`config.mk`:
```
export PLATFORM = sky130hd
export DESIGN_NAME = rs_ooo_station
export DESIGN_NICKNAME = d
export VERILOG_FILES = /design/src/rtl/rs_ooo_station_pkg.sv /design/src/rtl/rs_oldest_select.sv /design/src/rtl/rs_ooo_station.sv
export SDC_FILE = /design/constraint.sdc
export NUM_CORES = 2
export LEC_CHECK = 0
export BUFFER_PORTS_ARGS = -buffer_cell sky130_fd_sc_hd__buf_2
export CAP_MARGIN = 15
export CORE_ASPECT_RATIO = 1.75
export CORE_UTILIZATION = 50
export DETAILED_ROUTE_END_ITERATION = 8
export PLACE_DENSITY_LB_ADDON = 0.2
export SETUP_SLACK_MARGIN = 0.05
export SLEW_MARGIN = 20
export SYNTH_ARGS = -nofsm -noshare
export SYNTH_HDL_FRONTEND = slang
export SYNTH_SLANG_ARGS = --single-unit
```
`constraint.sdc`:
```
create_clock -name clk_in -period 5.8 [get_ports clk_in]
set_clock_uncertainty 0.05 [all_clocks]
set_input_delay 0.58 -clock clk_in [delete_from_list [all_inputs] [get_ports clk_in]]
set_output_delay 0.58 -clock clk_in [all_outputs]
set_load 0.03 [all_outputs]
```
`src/rtl/rs_ooo_station_pkg.sv`:
```
// Shared configuration defaults for the ALU reservation station and the
// selection logic it shares with the load/store buffer.
package rs_ooo_station_pkg;

  localparam int CFG_RS_SIZE_BIT   = 3;
  localparam int CFG_RS_TYPE_BIT   = 4;
  localparam int CFG_ROB_WIDTH_BIT = 6;
  localparam int CFG_RS_N_CDB      = 2;
  localparam int DATA_W            = 32;

endpackage

```
`src/rtl/rs_oldest_select.sv`:
```
// Combinational oldest-ready picker: grants the ready entry that no other
// ready entry is older than, using an insertion-order age matrix.
module rs_oldest_select
  import rs_ooo_station_pkg::*;
#(
  parameter int SIZE_BIT = CFG_RS_SIZE_BIT
) (
  input  logic [(1<<SIZE_BIT)-1:0]                      ready,
  input  logic [(1<<SIZE_BIT)-1:0][(1<<SIZE_BIT)-1:0]   older,
  output logic [(1<<SIZE_BIT)-1:0]                      grant,
  output logic [SIZE_BIT-1:0]                           grant_idx
);

  localparam int SIZE = 1 << SIZE_BIT;

  logic [SIZE-1:0] blocked;

  // NOTE: every always_comb output gets a default before any conditional
  // update, so no path can leave it unassigned and infer a latch.
  always_comb begin
    blocked = '0;
    for (int i = 0; i < SIZE; i++) begin
      for (int j = 0; j < SIZE; j++) begin
        if (ready[j] && older[j][i]) blocked[i] = 1'b1;
      end
    end
  end

  assign grant = ready & ~blocked;

  always_comb begin
    grant_idx = '0;
    for (int i = SIZE - 1; i >= 0; i--) begin
      if (grant[i]) grant_idx = i[SIZE_BIT-1:0];
    end
  end

endmodule

```
`src/rtl/rs_ooo_station.sv`:
```
// Out-of-order reservation station for the scalar ALU: holds renamed
// instructions, snoops result buses for operands, issues the oldest ready one.
module rs_ooo_station
  import rs_ooo_station_pkg::*;
#(
  parameter int RS_SIZE_BIT = CFG_RS_SIZE_BIT,
  parameter int N_CDB       = CFG_RS_N_CDB,
  parameter int TYPE_BIT    = CFG_RS_TYPE_BIT,
  parameter int ROB_W       = CFG_ROB_WIDTH_BIT
) (
  input  logic                      clk_in,
  input  logic                      rst_in,
  input  logic                      rdy_in,
  input  logic                      flush,
  input  logic                      inst_valid,
  input  logic [TYPE_BIT-1:0]       inst_type,
  input  logic [ROB_W-1:0]          inst_rob_id,
  input  logic [31:0]               inst_r1,
  input  logic [31:0]               inst_r2,
  input  logic                      inst_has_dep1,
  input  logic                      inst_has_dep2,
  input  logic [ROB_W-1:0]          inst_dep1,
  input  logic [ROB_W-1:0]          inst_dep2,
  output logic                      full,
  input  logic [N_CDB-1:0]          cdb_valid,
  input  logic [N_CDB*ROB_W-1:0]    cdb_rob_id,
  input  logic [N_CDB*32-1:0]       cdb_value,
  output logic                      issue_valid,
  input  logic                      issue_ready,
  output logic [TYPE_BIT-1:0]       issue_type,
  output logic [ROB_W-1:0]          issue_rob_id,
  output logic [31:0]               issue_r1,
  output logic [31:0]               issue_r2
);

  localparam int RS_SIZE = 1 << RS_SIZE_BIT;
  localparam int CW      = RS_SIZE_BIT + 1;
  localparam logic [CW-1:0] FULL_CNT = CW'(RS_SIZE);

  logic [RS_SIZE-1:0]               busy, has_dep1, has_dep2;
  logic [TYPE_BIT-1:0]              e_type [RS_SIZE];
  logic [ROB_W-1:0]                 e_rob  [RS_SIZE];
  logic [ROB_W-1:0]                 e_dep1 [RS_SIZE];
  logic [ROB_W-1:0]                 e_dep2 [RS_SIZE];
  logic [DATA_W-1:0]                e_r1   [RS_SIZE];
  logic [DATA_W-1:0]                e_r2   [RS_SIZE];
  logic [RS_SIZE-1:0][RS_SIZE-1:0]  older;
  logic [CW-1:0]                    count, count_next;

  // Returns {hit, value}; scanning from the top down lets bus 0 win ties.
  function automatic logic [DATA_W:0] cdb_match(
    input logic [ROB_W-1:0]       tag,
    input logic [N_CDB-1:0]       cv,
    input logic [N_CDB*ROB_W-1:0] ids,
    input logic [N_CDB*32-1:0]    vals
  );
    logic [DATA_W:0] res;
    res = '0;
    for (int k = N_CDB - 1; k >= 0; k--) begin
      if (cv[k] && ids[k*ROB_W +: ROB_W] == tag) res = {1'b1, vals[k*32 +: 32]};
    end
    return res;
  endfunction

  logic                    has_free;
  logic [RS_SIZE_BIT-1:0]  free_idx;

  always_comb begin
    has_free = 1'b0;
    free_idx = '0;
    for (int i = RS_SIZE - 1; i >= 0; i--) begin
      if (!busy[i]) begin
        has_free = 1'b1;
        free_idx = i[RS_SIZE_BIT-1:0];
      end
    end
  end

  logic [DATA_W:0] ins_m1, ins_m2;
  logic            ins_hit1, ins_hit2;

  assign ins_m1   = cdb_match(inst_dep1, cdb_valid, cdb_rob_id, cdb_value);
  assign ins_m2   = cdb_match(inst_dep2, cdb_valid, cdb_rob_id, cdb_value);
  assign ins_hit1 = inst_has_dep1 && ins_m1[DATA_W];
  assign ins_hit2 = inst_has_dep2 && ins_m2[DATA_W];

  logic [RS_SIZE-1:0] wk_hit1, wk_hit2;
  logic [DATA_W-1:0]  wk_val1 [RS_SIZE];
  logic [DATA_W-1:0]  wk_val2 [RS_SIZE];

  always_comb begin
    for (int i = 0; i < RS_SIZE; i++) begin
      logic [DATA_W:0] m1, m2;
      m1 = cdb_match(e_dep1[i], cdb_valid, cdb_rob_id, cdb_value);
      m2 = cdb_match(e_dep2[i], cdb_valid, cdb_rob_id, cdb_value);
      wk_hit1[i] = busy[i] && has_dep1[i] && m1[DATA_W];
      wk_hit2[i] = busy[i] && has_dep2[i] && m2[DATA_W];
      wk_val1[i] = m1[DATA_W-1:0];
      wk_val2[i] = m2[DATA_W-1:0];
    end
  end

  logic [RS_SIZE-1:0]     ready, grant;
  logic [RS_SIZE_BIT-1:0] sel_idx;

  assign ready = busy & ~has_dep1 & ~has_dep2;

  rs_oldest_select #(.SIZE_BIT(RS_SIZE_BIT)) u_select (
    .ready     (ready),
    .older     (older),
    .grant     (grant),
    .grant_idx (sel_idx)
  );

  // Issue data comes straight from registered entries; a CDB hit this cycle
  // only becomes visible after the edge.
  assign issue_valid  = |ready;
  assign issue_type   = e_type[sel_idx];
  assign issue_rob_id = e_rob[sel_idx];
  assign issue_r1     = e_r1[sel_idx];
  assign issue_r2     = e_r2[sel_idx];

  logic do_insert, do_xfer;

  assign do_insert  = inst_valid && rdy_in && !flush && has_free;
  assign do_xfer    = issue_valid && issue_ready && rdy_in && !flush;
  assign count_next = count + {{RS_SIZE_BIT{1'b0}}, do_insert}
                            - {{RS_SIZE_BIT{1'b0}}, do_xfer};

  // NOTE: state registers use non-blocking assignments only, so every read
  // in this block sees the pre-edge value regardless of statement order.
  always_ff @(posedge clk_in) begin
    if (rst_in) begin
      busy     <= '0;
      has_dep1 <= '0;
      has_dep2 <= '0;
      older    <= '0;
      count    <= '0;
      full     <= 1'b0;
      // NOTE: payload storage is cleared too, because issue_* must read as
      // zero straight out of reset rather than whatever the array held.
      for (int i = 0; i < RS_SIZE; i++) begin
        e_type[i] <= '0;
        e_rob[i]  <= '0;
        e_dep1[i] <= '0;
        e_dep2[i] <= '0;
        e_r1[i]   <= '0;
        e_r2[i]   <= '0;
      end
    end else if (rdy_in) begin
      if (flush) begin
        busy  <= '0;
        older <= '0;
        count <= '0;
        full  <= 1'b0;
      end else begin
        for (int i = 0; i < RS_SIZE; i++) begin
          if (wk_hit1[i]) begin
            e_r1[i]     <= wk_val1[i];
            has_dep1[i] <= 1'b0;
          end
          if (wk_hit2[i]) begin
            e_r2[i]     <= wk_val2[i];
            has_dep2[i] <= 1'b0;
          end
          if (do_xfer && grant[i]) busy[i] <= 1'b0;
        end
        if (do_insert) begin
          busy[free_idx]     <= 1'b1;
          e_type[free_idx]   <= inst_type;
          e_rob[free_idx]    <= inst_rob_id;
          e_dep1[free_idx]   <= inst_dep1;
          e_dep2[free_idx]   <= inst_dep2;
          e_r1[free_idx]     <= ins_hit1 ? ins_m1[DATA_W-1:0] : inst_r1;
          e_r2[free_idx]     <= ins_hit2 ? ins_m2[DATA_W-1:0] : inst_r2;
          has_dep1[free_idx] <= inst_has_dep1 && !ins_hit1;
          has_dep2[free_idx] <= inst_has_dep2 && !ins_hit2;
          // New entry is younger than everything resident, older than nothing.
          for (int x = 0; x < RS_SIZE; x++) begin
            older[x][free_idx] <= busy[x];
            older[free_idx][x] <= 1'b0;
          end
        end
        count <= count_next;
        full  <= (count_next == FULL_CNT);
      end
    end
  end

endmodule

```
* Yosys cells after proc, flatten, opt, wreduce, memory -nomap -nowiden *
Memory sizes are Yosys's and may differ from the RTL's.
Cells that the tools add are included.

word-level totals
  bits in registers = 93
  memory bits (writable) = 688
  bits of input ports = 172
  output and inout port bits = 76
  logic and storage cells = 635
  memories kept = 6

memories
  name    depth  bits a word  read ports  clocked after Yosys merged registers in  write ports  line                  RTL
  e_r1    8      32           1           0                                        9            rs_ooo_station.sv:45  logic [DATA_W-1:0] e_r1 [RS_SIZE];
  e_r2    8      32           1           0                                        9            rs_ooo_station.sv:46  logic [DATA_W-1:0] e_r2 [RS_SIZE];
  e_dep1  8      6            8           0                                        8            rs_ooo_station.sv:43  logic [ROB_W-1:0] e_dep1 [RS_SIZE];
  e_dep2  8      6            8           0                                        8            rs_ooo_station.sv:44  logic [ROB_W-1:0] e_dep2 [RS_SIZE];
  e_rob   8      6            1           0                                        8            rs_ooo_station.sv:42  logic [ROB_W-1:0] e_rob [RS_SIZE];
  e_type  8      4            1           0                                        8            rs_ooo_station.sv:41  logic [TYPE_BIT-1:0] e_type [RS_SIZE];

operators by class
  add/sub/neg operators = 2
  order comparisons = 2
  eq/ne operators = 37
  mux-type cells = 373
  bitwise logic cells = 40
  reductions and logical operators = 162

operators by type and width
  cell                                    count
  33-bit 2-to-1 mux                       36
  32-bit 2-to-1 mux                       18
  64-bit AND                              8
  64-bit inverter                         8
  1-bit 2-to-1 mux                        262
  6-bit == test                           36
  8-bit demux with 3-bit select           8
  1-bit logical AND                       151
  64-bit 2-to-1 mux                       2
  8-bit bitwise mux                       10
  3-bit 2-to-1 mux                        21
  8-bit 2-to-1 mux                        5
  8-bit AND                               3
  6-bit 2-to-1 mux                        4
  8-bit inverter                          3
  6-bit OR reduction                      3
  1-bit bitwise OR                        16
  4-bit 2-to-1 mux                        3
  8-bit bitwise OR                        1
  8-bit OR reduction                      1
  7-bit 2-to-1 mux                        1
  5-bit 2-to-1 mux                        1
  4-bit by 1-bit adder with 4-bit output  1
  4-bit == test, second input constant    1
  other kinds (10)                        13

* Longest topological paths before layout *
  depth in word-level cells = 30
  mapped depth = 17
  gate-level depth less buffers = 14

* Cells and area by module *
Synthesis repeated with hierarchy kept, for this count alone.

unflattened totals
  cells, all modules = 3999
  area total of the unflattened synthesis = 47710.8 um^2

by module, submodules not included
  module            instances  cells an instance  area each (um^2)  seq. area each (um^2)
  rs_ooo_station    1          3924               47123.9           22521.6
  rs_oldest_select  1          75                 586.8             0.0

* Worst setup path after synthesis *
No wires, ideal clock.

  path kind = in2reg
  start point = input port cdb_rob_id[0]
  end point = memory e_r1[6][0] (enable)
  library setup time = 0.466 ns
  arrival time = 4.479 ns
  required time = 5.284 ns
  path slack = 0.806 ns
  stages = 8
  path buffers = 2
  cells stage by stage = buf_2 > buf_2 > xnor2_1 > nand4_1 > nor4_1 > a41o_1 > nand3_1 > o21ai_0

RTL lines
  element      line                  RTL
  from (decl)  rs_ooo_station.sv:26  input logic [N_CDB*ROB_W-1:0] cdb_rob_id,
  to (decl)    rs_ooo_station.sv:45

* Worst setup path in the final report *
  start point = register busy[4]
  end point = output port issue_r2[3]

on the way
  cells in the longest elaborated chain, start to end = 18
  elaborated cells on any way between the ends = 53
  those cells by class = mux (40); bitwise (4); reduce/logical (8); memory (1)

RTL lines
  element                            line                    RTL
  from (decl)                        rs_ooo_station.sv:40    logic [RS_SIZE-1:0] busy, has_dep1, has_dep2;
  from (signal assigned)             rs_ooo_station.sv:134   busy <= '0;
  from (signal assigned)             rs_ooo_station.sv:152   busy <= '0;
  from (signal, indexed assignment)  rs_ooo_station.sv:166   if (do_xfer && grant[i]) busy[i] <= 1'b0;
  8-bit AND * (2 in a row)           rs_ooo_station.sv:106   assign ready = busy & ~has_dep1 & ~has_dep2;
  1-bit logical AND                  rs_oldest_select.sv:24  if (ready[j] && older[j][i]) blocked[i] = 1'b1;
  1-bit 2-to-1 mux (4 in a row)      rs_oldest_select.sv:24
  8-bit inverter                     rs_oldest_select.sv:29  assign grant = ready & ~blocked;
  8-bit AND *                        rs_oldest_select.sv:29
  3-bit 2-to-1 mux (7 in a row)      rs_oldest_select.sv:34  if (grant[i]) grant_idx = i[SIZE_BIT-1:0];
  3-bit 2-to-1 mux *                 rs_oldest_select.sv:34
  memory read 8 x 32 bit *           n/a
  to (decl)                          rs_ooo_station.sv:33    output logic [31:0] issue_r2

Every way passes the cells marked *; elsewhere a longest branch is shown, timed or not.

==> summary.md <==
| Metric | Value |
|---|---|
| Synth Net Count | 4,291 |
| Drt drc | 0 |
| Core footprint | 87,900 um2 |
| Synth Register Bits | 781 |
| Synth area leaders | edfxtp_1, mux2i_1, o22ai_1 |
| Max-cap violations | 0 |
| CP max FO | 33 |
| Final period util | 96.3% |
| Startpoint Class | register |
| Initial Utilization | around half |
| DP HPWL | 107,000 um |
| Synth cell count leaders | edfxtp_1, o22ai_1, mux2i_1 |
| Final setup fails | 0 |
| Syn Area/Cell | ~11 um2 |
| CTS Hold Bufs | 0 |
| Area growth syn-to-layout | 10.2% |
| CTS tree | done |
| Pre-CTS setup slack | 0.862 ns |
| I/O pins | 248 |
| Synth Cell Area | approximately 44,000 um2 |
| Worst-Skew Late Latency | 0.70 ns |
| Antenna viol nets, final | 0 |
| Most frequent cell after synthesis | edfxtp_1 |
| Final wirelength | between 150,000 and 200,000 um |
| Critical path endpoint category | output pin |
| Worst IR Drop VDD | 0.281 mV |
| Die footprint | 89,900 um2 |
| Initial antenna violation count | 15 |
| Yosys top cell area share | 46.6% |
| IO buf count | 247 |
| Relative slew slack | 15.1% |
| Worst Path Required | 5.17 ns |
| Clock root buffer master | clkbuf_16 |
| Die Y | 396 um |
| Gr usage total | between 30 and 40% |
| Slew Limit Fails | 0 |
| Critical Path AT | ~5 ns |
| Footprint of the multi-input gates | approximately 20,000 um2 |
| Hold Path Class | input pin to register |
| Nets | 4,251 |
| Gr ovfl total | 0 |
| Cell Pwr Density | 256 nW/um2 |
| Post-synth EDFFs | between 600 and 700 |
| Asr flop ratio synth | 0% |
| Clock Pin Slew Worst Setup and Hold Paths | 0.07 ns |
| Seq. cell area | 22,500 um2 |
| Cell taking the most area after synthesis | edfxtp_1 |
| Clock tree sinks | between 700 and 800 |
| Post-Syn Instances | 4,114 |
| FILL cells | 7,913 |
| Clock Path Buffers | 3 |
| F_max | 179 MHz |
| Global-route wire length before repair | 256,000 um |
| Synth Flop Type | edfxtp_1 |
| Final-report hold violation count | 0 |
| Critical path type | register to output pin |
| Ratio of cells with drive above 1 in the final layout | 14.1% |
| Initial drt markers | around 4,400 |
| WL/cell | 33.7 um |
| Synth unique cells | 72 |
| CTS Buf Count | 75 |
| Setup TNS | 0 ns |
| Drt pass-1 iters | 6 |
| Seq/Total Area, Yosys | roughly 50% |
| Chip Width | 227 um |
| Synth Warn # | 0 |
| P_leak | 16.4 nW |
| Vias in the first global route | 37,900 |
| Worst Slack Setup Final | around 0.21 ns |
| Vias per cell | 7.14 |
| DR vias | ~38,000 |
| GPL Wtd Cong | 0.956 |
| Slew @ Worst Pin | roughly 1.3 ns |
| Period minus WS final | 5.59 ns |
| Largest net degree at the start of global routing | 66 |
| Outcome | finished, final reports clean |
| # rows | 144 |
| Unrepaired setup endpoints after global routing | false |
| CTS HTree Levels | 3 |
## cells in the final DEF, fill, tap and decap left out, types with 8 or more instances in the layout
cell type,Yosys,final
nand2_1,202,182
and2_1,181,181
o22ai_1,687,687
o21ai_0,48,45
inv_1,19,17
nand2_2,0,17
nor3_1,13,11
clkbuf_1,345,13
clkinv_1,0,19
nand3_1,21,15
xnor2_1,115,115
buf_4,3,118
nand3_2,2,8
o211ai_1,9,9
and3_1,87,87
mux2i_1,546,546
a22oi_1,29,29
xor2_1,104,104
o21a_1,19,19
edfxtp_1,688,688
buf_12,0,11
clkbuf_16,0,78
a211oi_1,75,75
clkinv_2,0,11
nand4_1,43,43
nor4bb_1,83,83
a21oi_1,70,69
buf_2,93,247
nor2_1,265,263
dfxtp_1,93,93
nor4_1,32,14
o21ai_1,81,80
nor4_2,4,18
## flip-flops by register name, indices dropped and copies added (netlist names)
register  cells
count         4
e_type       32
e_r1        256
e_r2        256
full          1
has_dep1      8
e_dep1       48
e_dep2       48
e_rob        48
older        64
has_dep2      8
busy          8
## final timing paths
path	startpoint	endpoint	slack, ns	depth (start not counted)
worst min-delay path	inst_type[3]	e_type[5][3]	0.21	2
worst min register to register	older[52]	older[52]	0.40	2
worst max register to register	busy[1]	e_r1[5][2]	1.52	7
worst max-delay path	busy[4]	issue_r2[3]	0.21	10
## power by group
part	internal (W)	leakage, nW	switching, W	total, W
Combinational	0.000339	7.39	0.000860	0.00120
Sequential	0.00628	7.87	0.0000708	0.00635
Clock	0.00263	1.15	0.00232	0.00495
Total	0.00925	16.4	0.00325	0.0125
## worst max-delay path, cell delays in order (launching register included)
cell	delay, ns
dfxtp_1	0.47
nor3b_2	0.32
a2111oi_1	0.62
nand4_1	0.38
and2_4	0.28
or3b_4	0.43
buf_4	0.46
o22ai_1	0.17
nand2_1	0.11
nor4bb_1	0.65
buf_2	0.32
## layer usage
layer / global-route usage (%) / wire, um / up-vias
li1: - / - / 15600
met1: 43.8 / 58600 / 18600
met2: 63.3 / 83800 / 2681
met3: 8.90 / 18400 / 961
met4: 34.4 / 17800 / 22
met5: 0.278 / 155 / -
## per-stage QoR
stage          utilization [%]  instances  hold WS [ns]  area [um2]  power [W]
2_1_floorplan                -       4114         0.353       44300    0.00718
3_3_place_gp              52.8       5165         0.379       46400    0.00762
3_5_place_dp              52.8       5165         0.388       46400    0.00764
4_1_cts                   55.5       5302         0.189       48800     0.0125
5_1_grt                   55.5       5306         0.224       48800     0.0127
6_report                  55.5       5308         0.210       48800     0.0125
## logic make-up (layout without fill, tap and decap cells)
group | Yosys count | count (layout) | share of synthesized area [%]
mux | 548 | 548 | 12.4
other cells | 0 | 6 | 0
compound gates | 1064 | 1064 | 15.2
simple gates | 985 | 985 | 12.2
xor+xnor | 219 | 219 | 4.33
flops | 781 | 781 | 50.8
buf+inv | 512 | 532 | 4.89
fa+ha+maj | 5 | 5 | 0.158
## layout make-up
class | instances | area share [%]
clock buffers | 96 | 4.24
well taps | 1168 | 2.99
inverters | 19 | 0.146
diodes | 6 | 0.0308
flip-flops and latches | 781 | 46.1
clock inverters | 41 | 0.597
repair buffers | 376 | 4.80
multi-input cells | 2821 | 41.1
## what timing repair did
action                                  in CTS  in global routing
endpoints found under the setup margin       0                  5
setup buffers                                0                  0
hold endpoints to repair                     0                  0
gates resized for setup                      0                  1
(Power assumes the default switching activity.)
